## src/rtl/ascii_result_tx.sv

```systemverilog
// ascii_result_tx: sends a latched three-digit BCD result as ASCII text, with leading zeros suppressed and CR LF appended, over a UART 8N1 line
module ascii_result_tx #(
    parameter int CLKS_PER_BIT = 10416
) (
    input  logic       clk,
    input  logic       rst,
    input  logic       start,
    input  logic [3:0] yc,
    input  logic [3:0] yd,
    input  logic [3:0] yu,
    output logic       tx,
    output logic       busy,
    output logic       done
);
    localparam int            BW       = $clog2(CLKS_PER_BIT);
    localparam logic [BW-1:0] BAUD_MAX = BW'(CLKS_PER_BIT - 1);

    typedef enum logic [2:0] {IDLE, LOAD, START_BIT, DATA, STOP_BIT} state_t;

    state_t        r_state, w_state_next;
    logic [BW-1:0] r_baud, w_baud_next;
    logic [2:0]    r_bit, w_bit_next;
    logic [2:0]    r_idx, w_idx_next;
    logic [2:0]    r_len, w_len;
    logic [3:0]    r_yc, r_yd, r_yu;
    logic [7:0]    r_chars [8];
    logic [7:0]    w_chars [8];
    logic [7:0]    w_hc, w_tc, w_uc;
    logic          r_tx, r_busy, r_done;
    logic          w_tx_next, w_done_next, w_baud_end;

    function automatic logic [7:0] to_ascii(input logic [3:0] d);
        return (d <= 4'd9) ? {4'h3, d} : 8'h3F;
    endfunction

    assign tx   = r_tx;
    assign busy = r_busy;
    assign done = r_done;

    // character list from the latched digits; a raw nonzero code (including 10-15) keeps the leading digit
    always_comb begin
        w_hc = to_ascii(r_yc);
        w_tc = to_ascii(r_yd);
        w_uc = to_ascii(r_yu);
        for (int i = 0; i < 8; i++) w_chars[i] = 8'h00;
        w_len = 3'd3;
        if (r_yc != 4'd0) begin
            w_chars[0] = w_hc;
            w_chars[1] = w_tc;
            w_chars[2] = w_uc;
            w_chars[3] = 8'h0D;
            w_chars[4] = 8'h0A;
            w_len      = 3'd5;
        end else if (r_yd != 4'd0) begin
            w_chars[0] = w_tc;
            w_chars[1] = w_uc;
            w_chars[2] = 8'h0D;
            w_chars[3] = 8'h0A;
            w_len      = 3'd4;
        end else begin
            w_chars[0] = w_uc;
            w_chars[1] = 8'h0D;
            w_chars[2] = 8'h0A;
        end
    end

    // next state, counters and the value tx takes after the edge (tx is registered from the next state)
    always_comb begin
        w_state_next = r_state;
        w_baud_next  = r_baud;
        w_bit_next   = r_bit;
        w_idx_next   = r_idx;
        w_done_next  = 1'b0;
        w_baud_end   = (r_baud == BAUD_MAX);
        case (r_state)
            IDLE: begin
                if (start) w_state_next = LOAD;
            end
            LOAD: begin
                w_state_next = START_BIT;
                w_idx_next   = 3'd0;
                w_baud_next  = '0;
            end
            START_BIT: begin
                w_baud_next = w_baud_end ? '0 : r_baud + 1'b1;
                if (w_baud_end) begin
                    w_state_next = DATA;
                    w_bit_next   = 3'd0;
                end
            end
            DATA: begin
                w_baud_next = w_baud_end ? '0 : r_baud + 1'b1;
                if (w_baud_end) begin
                    if (r_bit == 3'd7) w_state_next = STOP_BIT;
                    else               w_bit_next   = r_bit + 3'd1;
                end
            end
            STOP_BIT: begin
                w_baud_next = w_baud_end ? '0 : r_baud + 1'b1;
                if (w_baud_end) begin
                    if (r_idx == r_len - 3'd1) begin
                        w_state_next = IDLE;
                        w_done_next  = 1'b1;
                    end else begin
                        w_idx_next   = r_idx + 3'd1;
                        w_state_next = START_BIT;
                    end
                end
            end
            default: w_state_next = IDLE;
        endcase
        w_tx_next = (w_state_next == START_BIT) ? 1'b0 :
                    (w_state_next == DATA)      ? r_chars[w_idx_next][w_bit_next] : 1'b1;
    end

    // state, counters and registered line outputs; reset abandons any message in flight
    always_ff @(posedge clk) begin
        if (rst) begin
            r_state <= IDLE;
            r_baud  <= '0;
            r_bit   <= 3'd0;
            r_idx   <= 3'd0;
            r_tx    <= 1'b1;
            r_busy  <= 1'b0;
            r_done  <= 1'b0;
        end else begin
            r_state <= w_state_next;
            r_baud  <= w_baud_next;
            r_bit   <= w_bit_next;
            r_idx   <= w_idx_next;
            r_tx    <= w_tx_next;
            r_busy  <= (w_state_next != IDLE);
            r_done  <= w_done_next;
        end
    end

    // digits are latched only on an accepted start; the character list is frozen in LOAD
    always_ff @(posedge clk) begin
        if (rst) begin
            r_yc  <= 4'd0;
            r_yd  <= 4'd0;
            r_yu  <= 4'd0;
            r_len <= 3'd0;
            for (int i = 0; i < 8; i++) r_chars[i] <= 8'h00;
        end else begin
            if (r_state == IDLE && start) begin
                r_yc <= yc;
                r_yd <= yd;
                r_yu <= yu;
            end
            if (r_state == LOAD) begin
                r_chars <= w_chars;
                r_len   <= w_len;
            end
        end
    end
endmodule

```

## config.mk

```make
export PLATFORM = sky130hd
export DESIGN_NAME = ascii_result_tx
export DESIGN_NICKNAME = d
export VERILOG_FILES = /design/src/rtl/ascii_result_tx.sv
export SDC_FILE = /design/constraint.sdc
export NUM_CORES = 1
export LEC_CHECK = 0
export ABC_CLOCK_PERIOD_IN_PS = 2700
export CAP_MARGIN = 20
export CORE_ASPECT_RATIO = 0.8
export CORE_MARGIN = 3
export CORE_UTILIZATION = 47
export DETAILED_ROUTE_END_ITERATION = 8
export DONT_BUFFER_PORTS = 1
export PLACE_DENSITY_LB_ADDON = 0.25
export SLEW_MARGIN = 10
export SYNTH_ARGS = -nofsm -noshare
export SYNTH_HDL_FRONTEND = slang
export SYNTH_SLANG_ARGS = --single-unit
```

## constraint.sdc

```tcl
create_clock -name clk -period 2.7 [get_ports clk]
set_input_delay 0.675 -clock clk [delete_from_list [all_inputs] [get_ports clk]]
set_output_delay 0.675 -clock clk [all_outputs]
set_load 0.01 [all_outputs]
```

== Word level (Yosys, flattened, before mapping) ==
Cells that the tools add are included.

* Flip-flop bits (word level): 81
* Bits of input ports: 15
* Output and inout bits: 3
* Logic and storage cells: 78

* Add/sub/neg operators: 4
* $lt $le $gt $ge: 5
* Equality and inequality tests: 9
* Mux-type cells: 33
* Bitwise logic cells: 3
* Reduce and logical (&&, ||, !) cells: 8

{| class="wikitable"
|+ Operators by type and width
! kind !! count
|-
| $mux 3 || 12
|-
| $mux 28 || 1
|-
| $pmux 14 s2 || 1
|-
| $bmux 8 s3 || 1
|-
| $mux 20 || 1
|-
| $mux 4 || 5
|-
| $mux 8 || 2
|-
| $pmux 3 s5 || 1
|-
| $add 14x1->14 const B || 1
|-
| $eq 14x14->1 const B || 1
|-
| $mux 14 || 1
|-
| $eq 3x2->1 const B || 4
|-
| $le 4x4->1 const B || 3
|-
| $pmux 3 s2 || 2
|-
| $reduce_bool 4->1 || 2
|-
| $add 3x1->3 const B || 2
|-
| $eq 3x3->1 const B || 2
|-
| $reduce_or 3->1 || 2
|-
| $ge 4x4->1 const B || 1
|-
| $lt 3x4->1 const B || 1
|-
| $mux 1 || 4
|-
| $not 3->4 || 1
|-
| $bmux 1 s3 || 1
|-
| $eq 3x1->1 const B || 1
|-
| 8 further kinds || 9
|}

== Longest topological paths before layout ==
* Depth after elaboration: 13
* Mapped depth: 10
* Mapped depth without buffers: 10

== Least setup slack after synthesis ==
No wires, ideal clock.

* Kind: register to register
* From: reg r_baud[0]
* To: reg r_tx (netlist: tx)
* Library setup time: 0.060 ns
* Arrival: 2.383 ns
* Data required time: 2.640 ns
* Path slack: 0.257 ns
* Cell stages (with the launch flop): 10
* Buffers on the path: 1
* Period minus slack after synthesis: 2.443 ns
* Cells stage by stage: dfxtp_1 > ha_1 > and3_2 > and4_4 > buf_6 > and4_1 > a31oi_2 > mux2_2 > o41ai_1 > a41o_1

* Cells in the longest elaborated chain, start to end: 11
* Elaborated cells between the ends (all ways): 20
* Classes of those cells: eq/ne: 3; mux: 16; bitwise: 1

{| class="wikitable"
|+ RTL lines
! item !! line !! source
|-
| start: declaration || 21 || <nowiki>logic [BW-1:0] r_baud, w_baud_next;</nowiki>
|-
| start signal: assignment || 128 || <nowiki>r_baud <= w_baud_next;</nowiki>
|-
| $eq 14x14->1 (*) || 74 || <nowiki>w_baud_end = (r_baud == BAUD_MAX);</nowiki>
|-
| $mux 3 || 100 || <nowiki>if (w_baud_end) begin</nowiki>
|-
| $pmux 3 s2 || 75 || <nowiki>case (r_state)</nowiki>
|-
| $not 3->4 (implied by the code) || 113 || <nowiki>(w_state_next == DATA) ? r_chars[w_idx_next][w_bit_next] : 1'b1;</nowiki>
|-
| $bmux 8 s3 || 113 ||
|-
| $mux 8 (implied by the code) (2 in a row) || 113 ||
|-
| $bmux 1 s3 || 113 ||
|-
| $mux 1 (implied by the code) || 113 ||
|-
| $mux 1 || 113 ||
|-
| $mux 1 (*) || 112 || <nowiki>w_tx_next = (w_state_next == START_BIT) ? 1'b0 :</nowiki>
|-
| end signal: assignment || 131 || <nowiki>r_tx <= w_tx_next;</nowiki>
|-
| end: declaration || 29 || <nowiki>logic r_tx, r_busy, r_done;</nowiki>
|}

Mark *: on every way between the ends. The rest lies on a longest branch, timed or not. The select of a mux whose other input is x is not followed.
A chain may end at the register's enable or synchronous reset.

== Final worst setup path ==
Ends and elaborated chain as after synthesis.

==> Flow_metrics.wiki <==
{| class="wikitable"
! Metric !! Value
|-
| Die area || 7250 sq um
|-
| Post-synth EDFFs || 0
|-
| Type of the tightest min-delay check || in -> reg
|-
| Global route total overflow || 0
|-
| Maximum vdd ir drop || about 0.00035 V
|-
| Result of the run || finished clean
|-
| Area taken by flip-flops and latches || 1120 sq um
|-
| Cell Int Power || 1.23 mW
|-
| Achievable Freq || approximately 0.39 GHz
|-
| Clock sinks || 56
|-
| Clock-pin slew on the worst setup and hold paths || ~0.10 ns
|-
| Endpoint type of the worst setup path || flip-flop
|-
| Final estimated routing congestion in global placement || about 0.86
|-
| Number of nets still failing antenna checks after routing || 0
|-
| Sequential fraction of design power || 0.537
|-
| Clock network latency to the later pin of the worst-skew pair || 0.31 ns
|-
| Buffer levels on the longest clock path || 2
|-
| Part of the power in the clock network || 0.324
|-
| Number of antenna violations at the first check in global routing || 0
|-
| Fraction of final layout cells sized beyond drive strength 1 || 0.117
|-
| Ys async rst share || 0
|-
| Leading register cell type out of synthesis || dfxtp_1
|-
| First-pass GRT wire length || 11,500 microns
|-
| Number of levels in the clock H-tree || 2
|-
| Post-Syn Area per Cell || between 8 and 9 sq um
|-
| Number of unique standard cell types used by synthesis || 66
|-
| I/O pin total || 18
|-
| WL/cell || roughly 15 microns
|-
| Number of nets produced by synthesis || 383
|-
| Clock Root Buffer || clkbuf_8
|-
| Crit share post-route || 0.961
|-
| Number of hold violations in the final report || 0
|-
| Worst Tran Pin Value || about 0.68 ns
|-
| Total power per unit cell area || between 500 and 600 nW/um^2
|-
| Wire length after detailed routing || between 6000 and 7000 microns
|-
| TritonCTS clock tree || done
|-
| DRC || 0
|-
| Placed Area || about 3000 sq um
|-
| Final count of pins violating max slew || 0
|-
| Hold WS || ~0.42 ns
|-
| Fill cell instance count of the final layout || ~560
|-
| Arrival time of data at the critical path endpoint || between 2 and 3 ns
|-
| Leakage component of the power || 1.18 nW
|-
| Final Net Count || between 300 and 400
|-
| Detailed router's first-iteration violation count || between 150 and 200
|-
| CP startpoint kind || flip-flop
|-
| Proportion of total power due to net switching || 0.268
|-
| Setup repair after global routing missed its margin || false
|-
| Area fraction of the dominant cell type after synthesis || 0.381
|-
| Combined area of all synthesized cells || just under 3000 sq um
|-
| Port-buffer cells || 0
|-
| Avg Vias per Cell || roughly 5.6
|-
| First-pass iteration count of the detailed router || 4
|-
| Worst slew margin relative to its limit || 0.542
|-
| CP Max Fanout || 9
|-
| Setup Viol. Count Final || 0
|-
| Chip Width || around 94 microns
|-
| Synth Register Bits || 56
|-
| Total track usage || 0.196
|-
| Fraction of power consumed by combinational cells || 0.139
|-
| Worst clock skew || just under 0.009 ns
|-
| Largest cells by area after synthesis || dfxtp_1, nand2_1, nor2_1
|-
| Pin count of the biggest net entering global routing || 52
|-
| Number of max-cap violations || 0
|-
| Class of the most critical setup path || reg -> reg
|-
| Total negative setup slack || 0 ns
|-
| CP required || 2.91 ns
|-
| Final design instance area without fill || about 3100 sq um
|-
| Number of global-route vias before repair || ~2,300
|-
| Total clock buffers created by CTS || 5
|-
| Area of combinational cells with multiple inputs || ~1700 sq um
|-
| Die boundary height || approximately 77 microns
|-
| Gate count after technology mapping || roughly 360
|-
| DR vias || about 2,500
|-
| Most common cell in the synthesized netlist || dfxtp_1
|-
| Commonest cells post-synth || dfxtp_1, nand2_1, nor2_1, a21oi_1, clkbuf_1
|-
| Cell Rows || 25
|-
| Area growth from synthesis to layout || 6.51%
|-
| Core outline area || between 5000 and 6000 sq um
|-
| Post-route minimum period || 2.60 ns
|-
| Warnings from Yosys || 0
|-
| Seq/Total Area, Yosys || 0.381
|-
| Initial core utilization || 0.493
|-
| Area leader, netlist || dfxtp_1
|-
| HPWL after detailed placement || roughly 4700 microns
|-
| Net load switching power || approximately 0.45 mW
|-
| Antenna diode count || 0
|}
## routing by layer
metal | GRT usage | vias to the layer above | part of all wire
li1 | - | 1273 | -
met1 | 0.311 | 1146 | 0.53
met2 | 0.261 | 60 | 0.39
met3 | 0.0431 | 12 | 0.058
met4 | 0.0504 | 0 | 0.017
met5 | 0 | - | 0
## what timing repair did
action,CTS,global route
endpoints found under the setup margin,0,1
resized for setup,0,5
buffers inserted,0,0
hold buffers,0,0
## final cells by class
type,instances,share of cell area
flip-flops and latches,56,0.358
well taps,81,0.0323
clock inverters,2,0.0112
multi-input cells,281,0.544
repair buffers,11,0.0263
clock buffers,6,0.0232
inverters,4,0.00479
## critical path, stage by stage (launching register included)
cell and delay [ns]:
dfxtp_2 0.38, ha_1 0.20, and3_2 0.23, and4_4 0.29, buf_4 0.15, a21boi_2 0.06, or2_4 0.29, mux2i_1 0.27
a2111oi_4 0.12, a211o_1 0.32, a41o_1 0.18
## sequential cells by signal, summed over array words and instances (netlist names)
register	flops
busy	1
done	1
r_baud	14
r_bit	3
r_chars	16
r_idx	3
r_len	2
r_state	3
r_yc	4
r_yd	4
r_yu	4
tx	1
## kinds of logic after synthesis
family,after synthesis,share of synthesized area
compound gates,83,0.186
xor+xnor,10,0.0344
fa+ha+maj,4,0.0170
buf+inv,27,0.0476
flops,56,0.381
mux,13,0.0497
simple gates,171,0.284
## layout by cell type, fill, tap and decap left out, drive strengths merged, types with 3 or more instances in the layout
master,synthesis,routed
and3,5,5
a211o,3,3
nor2,55,55
and2,4,4
nand3,10,10
nor2b,3,3
buf,6,11
nand2,55,55
mux2,4,4
o211ai,5,5
nor4,3,3
xor2,8,8
inv,4,4
nor3,15,15
nand4,6,6
mux2i,9,9
clkbuf,17,6
o21ai,8,8
ha,4,4
dfxtp,56,56
a21oi,38,38
a21o,3,3
a211oi,4,4
## power groups by stage
stage               sequential (mW)  clock [mW]  combinational (mW)
floorplan                     0.907           0               0.197
global placement              0.923           0               0.224
detailed placement            0.923           0               0.229
CTS                           0.904       0.558               0.231
global route                  0.913       0.598               0.268
finish                        0.905       0.546               0.234
## worst paths after layout
kind	start	to	slack (ns)	cells past startpoint
setup / recovery	r_baud[0]$_SDFFE_PP0P_	tx$_SDFF_PP1_	0.10	10
hold / removal	rst	r_yd[3]$_SDFFE_PP0P_	0.42	1
setup reg to reg	r_baud[0]$_SDFFE_PP0P_	tx$_SDFF_PP1_	0.10	10
hold reg to reg	r_chars[41]$_SDFFE_PP0P_	r_chars[41]$_SDFFE_PP0P_	0.46	2
## per-stage QoR
step | cells | setup slack, ns | util | power [mW]
after global placement | 432 | 0.203 | 0.501 | 1.15
after CTS | 441 | 0.0145 | 0.520 | 1.69
final | 441 | 0.104 | 0.525 | 1.69
after global routing | 441 | 0.00679 | 0.525 | 1.78
after detailed placement | 433 | 0.114 | 0.502 | 1.15
after floorplan | 364 | 0.257 | - | 1.10
(Power assumes the default switching activity.)
